==> src/rtl/pipe_ctrl_pkg.sv <==
// Shared types for the pipeline stall/flush control slice.
// Register-address width, the zero register and the hazard FSM encoding.
package pipe_ctrl_pkg;

  localparam int REG_ADDR_W = 5;
  localparam logic [REG_ADDR_W-1:0] REG_ZERO = 5'd0;

  typedef logic [1:0] ctrl_state_t;

  localparam ctrl_state_t RUN      = 2'd0;
  localparam ctrl_state_t MEM_WAIT = 2'd1;
  localparam ctrl_state_t ERR      = 2'd2;

endpackage

==> src/rtl/hazard_detect.sv <==
// Combinational load-use comparator.
// Flags an ID source that matches the destination of a load in EX.
module hazard_detect
  import pipe_ctrl_pkg::*;
(
  input  logic [REG_ADDR_W-1:0] id_rs,
  input  logic [REG_ADDR_W-1:0] id_rt,
  input  logic                  id_uses_rt,
  input  logic                  ex_MemRead,
  input  logic [REG_ADDR_W-1:0] ex_Rfile_wn,
  output logic                  lu
);

  logic rs_hit;
  logic rt_hit;

  assign rs_hit = (ex_Rfile_wn == id_rs);
  assign rt_hit = id_uses_rt & (ex_Rfile_wn == id_rt);

  // $0 never carries a real dependency
  assign lu = ex_MemRead
            & (ex_Rfile_wn != REG_ZERO)
            & (rs_hit | rt_hit);

endmodule

==> src/rtl/pipe_hazard_ctrl.sv <==
// Stall/flush sequencer for the 5-stage pipeline (load-use, MEM wait, branch).
// Define PIPE_HAZARD_PERF_EN to add stall_cycles/flush_count counters.
module pipe_hazard_ctrl
  import pipe_ctrl_pkg::*;
#(
  parameter int MEM_TIMEOUT = 255,
  parameter int CNT_W       = 16
) (
  input  logic                  clk,
  input  logic                  rst,
  input  logic [REG_ADDR_W-1:0] id_rs,
  input  logic [REG_ADDR_W-1:0] id_rt,
  input  logic                  id_uses_rt,
  input  logic                  ex_MemRead,
  input  logic [REG_ADDR_W-1:0] ex_Rfile_wn,
  input  logic                  branch_taken,
  input  logic                  mem_req,
  input  logic                  mem_ready,
  output logic                  pc_en,
  output logic                  ifid_en,
  output logic                  idex_en,
  output logic                  exmem_en,
  output logic                  memwb_en,
  output logic                  ifid_flush,
  output logic                  idex_flush,
  output logic                  mem_err,
`ifdef PIPE_HAZARD_PERF_EN
  output logic [31:0]           stall_cycles,
  output logic [31:0]           flush_count,
`endif
  output logic [1:0]            ctrl_state
);

  ctrl_state_t      state;
  logic [CNT_W-1:0] wait_cnt;
  logic [CNT_W-1:0] cnt_nxt;
  logic             lu;
  logic             mem_stall;
  logic             timeout;
  logic             hold;
  logic             do_br;
  logic             do_lu;
  logic             do_run;

  hazard_detect u_hd (
    .id_rs       (id_rs),
    .id_rt       (id_rt),
    .id_uses_rt  (id_uses_rt),
    .ex_MemRead  (ex_MemRead),
    .ex_Rfile_wn (ex_Rfile_wn),
    .lu          (lu)
  );

  assign mem_stall = mem_req & ~mem_ready & (state != ERR);
  assign cnt_nxt   = wait_cnt + CNT_W'(1);
  assign timeout   = mem_stall & (cnt_nxt == CNT_W'(MEM_TIMEOUT));

  // one-hot priority terms: hold > branch > load-use > run
  assign hold   = ~rst | (state == ERR) | mem_stall;
  assign do_br  = ~hold & branch_taken;
  assign do_lu  = ~hold & ~branch_taken & lu;
  assign do_run = ~hold & ~branch_taken & ~lu;

  always_comb begin
    pc_en      = 1'b0;
    ifid_en    = 1'b0;
    idex_en    = 1'b0;
    exmem_en   = 1'b0;
    memwb_en   = 1'b0;
    ifid_flush = 1'b0;
    idex_flush = 1'b0;
    unique case (1'b1)
      do_br: begin
        {pc_en, ifid_en, idex_en} = 3'b111;
        {exmem_en, memwb_en}      = 2'b11;
        ifid_flush                = 1'b1;
        idex_flush                = 1'b1;
      end
      do_lu: begin
        idex_en    = 1'b1;
        exmem_en   = 1'b1;
        memwb_en   = 1'b1;
        idex_flush = 1'b1;
      end
      do_run: begin
        {pc_en, ifid_en, idex_en} = 3'b111;
        {exmem_en, memwb_en}      = 2'b11;
      end
      default: ;
    endcase
  end

  always_ff @(posedge clk or negedge rst) begin
    if (!rst) begin
      state    <= RUN;
      wait_cnt <= '0;
      mem_err  <= 1'b0;
    end else begin
      unique case (state)
        RUN, MEM_WAIT: begin
          if (timeout) begin
            state    <= ERR;
            wait_cnt <= cnt_nxt;
            mem_err  <= 1'b1;
          end else if (mem_stall) begin
            state    <= MEM_WAIT;
            wait_cnt <= cnt_nxt;
          end else begin
            state    <= RUN;
            wait_cnt <= '0;
          end
        end
        default: ;
      endcase
    end
  end

  assign ctrl_state = state;

`ifdef PIPE_HAZARD_PERF_EN
  always_ff @(posedge clk or negedge rst) begin
    if (!rst) begin
      stall_cycles <= '0;
      flush_count  <= '0;
    end else begin
      if (!pc_en && state != ERR && stall_cycles != '1)
        stall_cycles <= stall_cycles + 32'd1;
      if (ifid_flush && flush_count != '1)
        flush_count <= flush_count + 32'd1;
    end
  end
`endif

endmodule
==> config.mk <==
export PLATFORM = sky130hd
export DESIGN_NAME = pipe_hazard_ctrl
export DESIGN_NICKNAME = d
export VERILOG_FILES = /design/src/rtl/pipe_ctrl_pkg.sv /design/src/rtl/hazard_detect.sv /design/src/rtl/pipe_hazard_ctrl.sv
export SDC_FILE = /design/constraint.sdc
export NUM_CORES = 1
export LEC_CHECK = 0
export BUFFER_PORTS_ARGS = -buffer_cell sky130_fd_sc_hd__buf_2
export CAP_MARGIN = 15
export CORE_UTILIZATION = 40
export DETAILED_ROUTE_END_ITERATION = 16
export PLACE_DENSITY = 0.73
export SLEW_MARGIN = 20
export SYNTH_ARGS = -nofsm -noshare
export SYNTH_HDL_FRONTEND = slang
export SYNTH_SLANG_ARGS = --single-unit
==> constraint.sdc <==
create_clock -name clk -period 4.8 [get_ports clk]
set_input_delay 0.24 -clock clk [delete_from_list [all_inputs] [get_ports clk]]
set_output_delay 0.24 -clock clk [all_outputs]
set_load 0.01 [all_outputs]
Word level (Yosys, flattened, before mapping)
Index checks and enable logic that the tools add are counted.
{ "classes": {"addsub": 1, "mul": 0, "div_mod_pow": 0, "order_cmp": 0, "eq_ne": 6, "shifts": 0, "mux": 8, "bitwise_logic": 18, "n_reduce_logical": 7} }
{ "ops": {"columns": ["operator", "count"], "rows": [
  ["$mux W16", 2],
  ["$add A16 B1 Y16 const B", 1],
  ["$eq A16 B8 Y1 const B", 1],
  ["$and A1 B1 Y1", 10],
  ["$eq A5 B5 Y1", 2],
  ["$reduce_or A2 Y1", 3],
  ["$mux W1", 5],
  ["$not A1 Y1", 5],
  ["$reduce_bool A5 Y1", 1],
  ["$or A1 B1 Y1", 3],
  ["$reduce_or A3 Y1", 1],
  ["$eq A2 B1 Y1 const B", 1],
  ["$eq A2 B2 Y1 const B", 1],
  ["$logic_not A2 Y1", 1],
  ["$mux W2", 1],
  ["$ne A2 B2 Y1 const B", 1],
  ["$reduce_and A2 Y1", 1]
]} }
{ "totals": {"regBits": 19, "latch_bits": 0, "ramBits": 0, "rom_bits": 0, "output_inout_bits": 10, "mem_count": 0} }

Depth between registers and ports, before layout
Gate-level depths: netlist (run 1).
{ "logic_depth": {"ltp_word": 9, "mapped_depth": 7, "mapped_depth_nobuf": 6} }

Hierarchy
Synthesis (run 1) repeated with hierarchy kept, for this count alone.
{ "unflattened": {"cells_unflattened": 157, "area_unflattened_um2": 1350.0} }
{ "modules_own_cells": {"columns": ["module", "instances", "cells_per_inst", "area_per_inst_um2", "seq_area_each_um2"], "rows": [
  ["pipe_hazard_ctrl", 1, 140, 1217.4, 475.5],
  ["hazard_detect", 1, 17, 132.6, 0.0]
]} }

Least setup slack after synthesis (run 1)
No wires, ideal clock.
{ "synth_path": {"path_kind": "register -> register", "start": "register wait_cnt[0]", "end": "register state[0] (netlist: ctrl_state[0])", "setup_ps": 124, "t_arrival_ps": 1755, "t_required_ps": 4676, "path_slack_ps": 2921, "path_stages_with_launch": 7, "synth_period_minus_slack_ps": 1879, "path_cell_list": "dfrtp_1 ha_1 nand4_2 nor4_4 and3_1 o221ai_2 o31a_1"} }
{ "synth_between": {"elab_chain_cells": 4} }
{ "synth_rtl": {"columns": ["item", "line", "source"], "rows": [
  ["start, declared", "pipe_hazard_ctrl.sv:35", "logic [CNT_W-1:0] wait_cnt;"],
  ["start signal, assigned", "pipe_hazard_ctrl.sv:103", "wait_cnt <= cnt_nxt;"],
  ["start signal, assigned", "pipe_hazard_ctrl.sv:107", "wait_cnt <= cnt_nxt;"],
  ["$add A16 B1 Y16", "pipe_hazard_ctrl.sv:55", "assign cnt_nxt = wait_cnt + CNT_W'(1);"],
  ["$eq A16 B8 Y1", "pipe_hazard_ctrl.sv:56", "assign timeout = mem_stall & (cnt_nxt == CNT_W'(MEM_TIMEOUT));"],
  ["$and A1 B1 Y1", "pipe_hazard_ctrl.sv:56", null],
  ["$mux W2", "pipe_hazard_ctrl.sv:101", "if (timeout) begin"],
  ["end signal, assigned", "pipe_hazard_ctrl.sv:102", "state <= ERR;"],
  ["end signal, assigned", "pipe_hazard_ctrl.sv:106", "state <= MEM_WAIT;"],
  ["end signal, assigned", "pipe_hazard_ctrl.sv:109", "state <= RUN;"],
  ["end, declared", "pipe_hazard_ctrl.sv:34", "ctrl_state_t state;"]
]} }
No other way between the ends.
A chain may end at the register's enable or synchronous reset.

Worst setup path after layout (run 1)
{ "layout_path": {"start": "input port rst", "end": "output port pc_en"} }
{ "layout_between": {"elab_chain_cells": 8, "elab_cells_between_ends": 9} }
{ "layout_rtl": {"columns": ["item", "line", "source"], "rows": [
  ["start, declared", "pipe_hazard_ctrl.sv:10", "input logic rst,"],
  ["$not A1 Y1 *", "pipe_hazard_ctrl.sv:59", "assign hold = ~rst | (state == ERR) | mem_stall;"],
  ["$or A1 B1 Y1 * (2 in series)", "pipe_hazard_ctrl.sv:59", null],
  ["$not A1 Y1 *", "pipe_hazard_ctrl.sv:60, pipe_hazard_ctrl.sv:62", null],
  ["$and A1 B1 Y1 (2 in series)", "pipe_hazard_ctrl.sv:62", "assign do_run = ~hold & ~branch_taken & ~lu;"],
  ["$reduce_or A2 Y1 (no source line) *", null, null],
  ["$mux W1 *", "pipe_hazard_ctrl.sv:72", "unique case (1'b1)"],
  ["end, declared", "pipe_hazard_ctrl.sv:19", "output logic pc_en,"]
]} }
Every way passes the cells marked *; elsewhere a longest branch is shown, timed or not.

==> impl_metrics.tcl, run 1 <==
set metrics [dict create \
    status "complete, no violations" \
    nNetsFinal 221 \
    rsz0062_at_grt "false" \
    layout-drive-gt1-share 0.214 \
    drt_iter0_drc 71 \
    cts-root-buf "clkbuf_4" \
    antenna_found_initial 0 \
    syn_area_um2 1450 \
    worstSetupEndpointType "output port" \
    diodes 0 \
    numCtsBuffers 3 \
    drc 0 \
    synthCells 172 \
    ir_worst_vdd_v 0.000145 \
    clk_pin_slew_ns 0.13 \
    crit_type "input port to output port" \
    tightest_slew_ns 0.735 \
    finalCriticalPeriod_ns 2.10 \
    cts_tree "built" \
    first_global_vias 1185 \
    hold_path.class "input port to async pin" \
    synth_seq_area_share 0.328 \
    die-area_um2 3870 \
    grt_max_degree 23 \
    synth-seq-cells 19 \
    cp-startpoint "rst" \
    grt_pass1_wl_um 5560 \
    power.static_leakage_nw 0.712 \
    synth_edf_count 0 \
    gp_congestion 0.824 \
    drv_slew 0 \
    htreeDepth 1 \
    fin_ws_ns 2.70 \
    core.rowCount 21 \
    power.density_nw_per_um2 178 \
    ys_warn_count 0 \
    tns_ns 0 \
    place_area_um2 1590 \
    clock_latency_ns 0.31 \
    cap_violations 0 \
    io_buffers 31 \
    syn_to_final_growth_pct 12.4 \
    place_ws_ns 2.55 \
    detail-route-antenna-nets 0 \
    ys.flop_type "dfrtp_1" \
    r2r-start "wait_cnt[0]" \
    total_power_w 0.000290 \
    relSlewSlack 0.510 \
    async_flop_share 1.00 \
    yosysUniqueCellTypes 43 \
    post_drt_wl_per_cell_um 12.8 \
    clock.fmax_mhz 475 \
    die_h_um 62.2 \
    fin_crit_sh 0.438 \
    synth_nets 196 \
    wirelength_um 3100 \
    gr-total-overflow 0 \
    final-hold-violation-count 0 \
    dr_total_vias 1321 \
    ios 32 \
    post-cts-setup-buffers 0 \
    grt_usage 0.179 \
    dpl.hpwl_um 2250 \
    firstDrtPassIters 4 \
    crit_arrival_ns 1.86 \
    core_area_um2 3420 \
    drt-vias-per-instance 5.46 \
    finalClockSkew_ns 0.0120 \
    final_area_um2 1630 \
    die_w_um 62.2 \
    setup_viol 0 \
    avgSynthCellArea_um2 8.44 \
    cp-start-kind "input port" \
    cts_sinks 19 \
    critical_path_required_ns 4.56 \
    cp_max_fo 20 \
    start_util 0.425 \
    clock_path_buffers 2 \
]
==> synth_stat cells, drive strengths merged (3+ instances only) <==
library cell  instances  area (um^2)
o21ai                24          120
dfrtp                19          475
nand2                16         60.1
nand3                11         67.6
nor2                 10         37.5
buf                   8         55.1
xnor2                 8         70.1
xor2                  8         70.1
and3                  6         42.5
o31ai                 6         50.1
a21oi                 5         25.0
nand4                 5         37.5
nor3                  5         25.0
and2                  4         25.0
clkbuf                4         15.0
nor4                  4         55.1
inv                   3         11.3
nand2b                3         18.8
==> through the flow <==
step | std cells | util | hold WS (ns)
finish | 242 | 0.478 | 0.400
floorplan | 172 | - | -0.0556
global route | 242 | 0.478 | 0.417
CTS | 242 | 0.478 | 0.401
detailed placement | 237 | 0.467 | 0.213
global placement | 237 | 0.467 | 0.218
==> logic make-up (layout without fill, tap and decap cells) <==
kind of cell               count (synthesis)  after routing  share of synthesized area
buffers and inverters                     15             39                     0.0560
muxes                                      2              2                     0.0138
adders and majority gates                  2              2                     0.0172
DFF                                       19             19                      0.328
AOI/OAI and AO/OA                         45             45                      0.191
xor gates and xnor gates                  16             16                     0.0966
and+or+nand+nor                           73             73                      0.298
==> registers in the layout, indices dropped and copies added, names as in the netlist <==
signal / count
wait_cnt: 16
ctrl_state: 2
mem_err: 1
==> repair_timing <==
item / in CTS / in global routing
resized for setup: 0 / 0
endpoints found under the hold margin: 19 / 0
hold buffers: 1 / 0
==> per-layer routing <==
layer  global-route usage  up-vias  part of all wire
li1                     -      669                 -
met1                0.244      607              0.49
met2                0.280       41              0.43
met3               0.0515        4             0.063
met4               0.0436        0            0.0087
met5                    0        -                 0
==> worst max-delay path: stages <==
cell	delay (ns)
dlygate4sd3_1	0.52
buf_2	0.40
and3_1	0.31
a21boi_0	0.22
buf_2	0.16
==> cells in the final DEF, fill, tap and decap left out, types with 2 or more instances in the layout <==
cell type,instances
inv_1,3
xnor2_1,8
nor4_4,2
clkbuf_4,3
or4_1,2
nand2_1,16
o21bai_1,2
nand3_1,10
a31oi_1,2
or3_1,2
buf_2,31
nor4_1,2
and2_1,3
a21oi_1,5
o31ai_1,5
nor3_1,5
nor2_1,10
mux2i_1,2
o21ai_0,23
and3_1,5
nand4_1,4
xor2_1,8
dfrtp_1,19
ha_1,2
nand2b_1,3
==> worst paths after layout <==
kind                       cells after the start  slack [ns]       endpoint
hold reg to reg                                1        0.51        mem_err
setup reg to reg                               6        2.71  ctrl_state[0]
min in group clk                               5        0.45   wait_cnt[14]
hold / removal                                 2        0.40    wait_cnt[4]
max in group asynchronous                      2        4.07   wait_cnt[10]
setup / recovery                               5        2.70          pc_en
==> where the power goes <==
group | leakage [nW] | switching, W | internal, W
combinational | 0.431 | 0.0000218 | 0.0000183
sequential | 0.263 | 0.00000174 | 0.000161
clock | 0.0177 | 0.0000559 | 0.0000311
total | 0.712 | 0.0000795 | 0.000211
==> cell type report <==
class	count	area (um^2)
Clock buffer	3	22.5
Clock inverter	1	5.00
Fill cell	321	1780
Inverter	3	11.3
Multi-Input combinational cell	138	895
Sequential cell	19	475
Tap cell	46	57.6
Timing Repair Buffer	32	165
No activity file was read; power rests on OpenSTA's default activity.
==> run 2: changes to the inputs <==
==> constraint.sdc (replaced) <==
create_clock -name clk -period 2 [get_ports clk]
set_input_delay 0.1 -clock clk [delete_from_list [all_inputs] [get_ports clk]]
set_output_delay 0.1 -clock clk [all_outputs]
set_load 0.01 [all_outputs]
==> run 2 against run 1 <==
Global-route usage grew 0.15 points. Critical path type is now register to register. Clock power rose by 130%. Critical path depth unchanged. First-iteration DRC count grew 35%. Largest cell class unchanged.
==> impl_metrics.tcl, run 2 (synthesis results as in run 1) <==
set metrics [dict create \
    crit_slowest_cell "dfrtp_1" \
    place_area_um2 1660 \
    core.rowCount 21 \
    cpLargestDelayFamily "simple AND/OR/NAND/NOR gates" \
    gr-total-overflow 0 \
    crit_arrival_ns 2.13 \
    r2r_cells 5 \
    syn_to_final_growth_pct 18.3 \
    clk_pin_slew_ns 0.11 \
    final_area_um2 1720 \
    drt-vias-per-instance 5.52 \
    mostFrequentLayoutCell "buf_2" \
    cts-root-buf "clkbuf_4" \
    worst-r2r-setup-slack_ns 0.07 \
    rsz0062_at_grt "false" \
    finalCriticalPeriod_ns 1.93 \
    drv_slew 0 \
    clock.fmax_mhz 517 \
    firstDrtPassIters 4 \
    hold_path.class "input port to async pin" \
    r2r-start "wait_cnt[2]" \
    io_buffers 31 \
    antenna_found_initial 0 \
    die_h_um 62.2 \
    path_cells "and3_4 -> nand4_1 -> mux2i_1 -> or3_1 -> o31a_1" \
    core_area_um2 3420 \
    hold_ws_ns 0.289 \
    cts_sinks 19 \
    cp_max_fo 11 \
    grt_usage 0.181 \
    ir_worst_vdd_v 0.000172 \
    cap_violations 0 \
    post_drt_wl_per_cell_um 12.5 \
    start_util 0.425 \
    drt_iter0_drc 96 \
    layout_common_cells "buf_2 (31), o21ai_0 (23), dfrtp_1 (18)" \
    tightest_slew_ns 0.369 \
    crit_buf_inv 0 \
    ios 32 \
    wirelength_um 3150 \
    fin_crit_sh 0.966 \
    htreeDepth 1 \
    layout-drive-gt1-share 0.263 \
    final-hold-violation-count 0 \
    dpl.hpwl_um 2340 \
    clock_path_buffers 2 \
    cp-start-kind "register" \
    grt_pass1_wl_um 5710 \
    fin_ws_ns 0.0670 \
    post-cts-setup-buffers 0 \
    crit_type "register to register" \
    relSlewSlack 0.752 \
    total_power_w 0.000693 \
    largest-register "wait_cnt" \
    first_global_vias 1287 \
    dr_total_vias 1385 \
    status "complete, no violations" \
    gp_congestion 0.805 \
    diodes 0 \
    tns_ns 0 \
    finalClockSkew_ns 0.000617 \
    grt_max_degree 23 \
    clock_latency_ns 0.30 \
    place_ws_ns 0.110 \
    power.static_leakage_nw 0.759 \
    r2r_end "ctrl_state[0]" \
    numCtsBuffers 3 \
    detail-route-antenna-nets 0 \
    nNetsFinal 230 \
    die-area_um2 3870 \
    drc 0 \
    worstSetupEndpointType "register" \
    setup_viol 0 \
    cts_tree "built" \
    critPathMaxStageDelay_ns 0.58 \
    largest_reg_flops 16 \
    die_w_um 62.2 \
    critical_path_required_ns 2.20 \
    power.density_nw_per_um2 403 \
]
[run 2: cell count changes in the layout (fill, tap and decap cells not counted), sizes merged]
cell,previous run,this run
buf,31,40
[run 2: how the worst max path moves through the flow]
| stage | start | end | cells past startpoint |
|---|---|---|---|
| final | wait_cnt[2] | ctrl_state[0] | 5 |
| after global routing | wait_cnt[2] | ctrl_state[0] | 5 |
| after CTS | wait_cnt[3] | ctrl_state[0] | 5 |
| after detailed placement | wait_cnt[3] | ctrl_state[0] | 5 |
| after global placement | wait_cnt[3] | ctrl_state[0] | 5 |
| after floorplan | wait_cnt[0] | ctrl_state[0] | 6 |
[run 2: timing repair]
item	4_1_cts	5_1_grt
endpoints found under the hold margin	19	0
setup endpoints to repair	0	3
hold buffers	1	0
resized for setup	0	4
[run 2: stage by stage]
| step | utilization | instances |
|---|---|---|
| 3_3_place_gp | 0.486 | 246 |
| 5_1_grt | 0.503 | 251 |
| 2_1_floorplan | - | 172 |
| 4_1_cts | 0.497 | 251 |
| 6_report | 0.503 | 251 |
| 3_5_place_dp | 0.486 | 246 |
[run 2: metal layers]
metal / track usage / up-vias / share of wire
met5: 0 / - / 0
met1: 0.248 / 626 / 0.49
met2: 0.277 / 63 / 0.41
met4: 0.0872 / 0 / 0.024
li1: - / 687 / -
met3: 0.0276 / 9 / 0.072
[run 2: where the power goes]
group	switching (W)	leakage (nW)	internal, W	total, W
clock network	0.000124	0.0177	0.0000746	0.000199
registers	0.00000193	0.262	0.000387	0.000389
logic	0.0000553	0.479	0.0000498	0.000105
total	0.000181	0.759	0.000511	0.000693
[run 2: tightest hold or removal path: stages]
cell and delay [ns]:
dlygate4sd3_1 0.52, buf_2 0.11, buf_4 0.25
[run 2: layout make-up]
cell class / instances / area (um^2)
clock buffers: 3 / 22.5
clock inverters: 1 / 5.00
fillers: 332 / 1700
inverters: 3 / 11.3
multi-input cells: 138 / 911
flip-flops and latches: 19 / 477
well taps: 46 / 57.6
repair buffers: 41 / 233
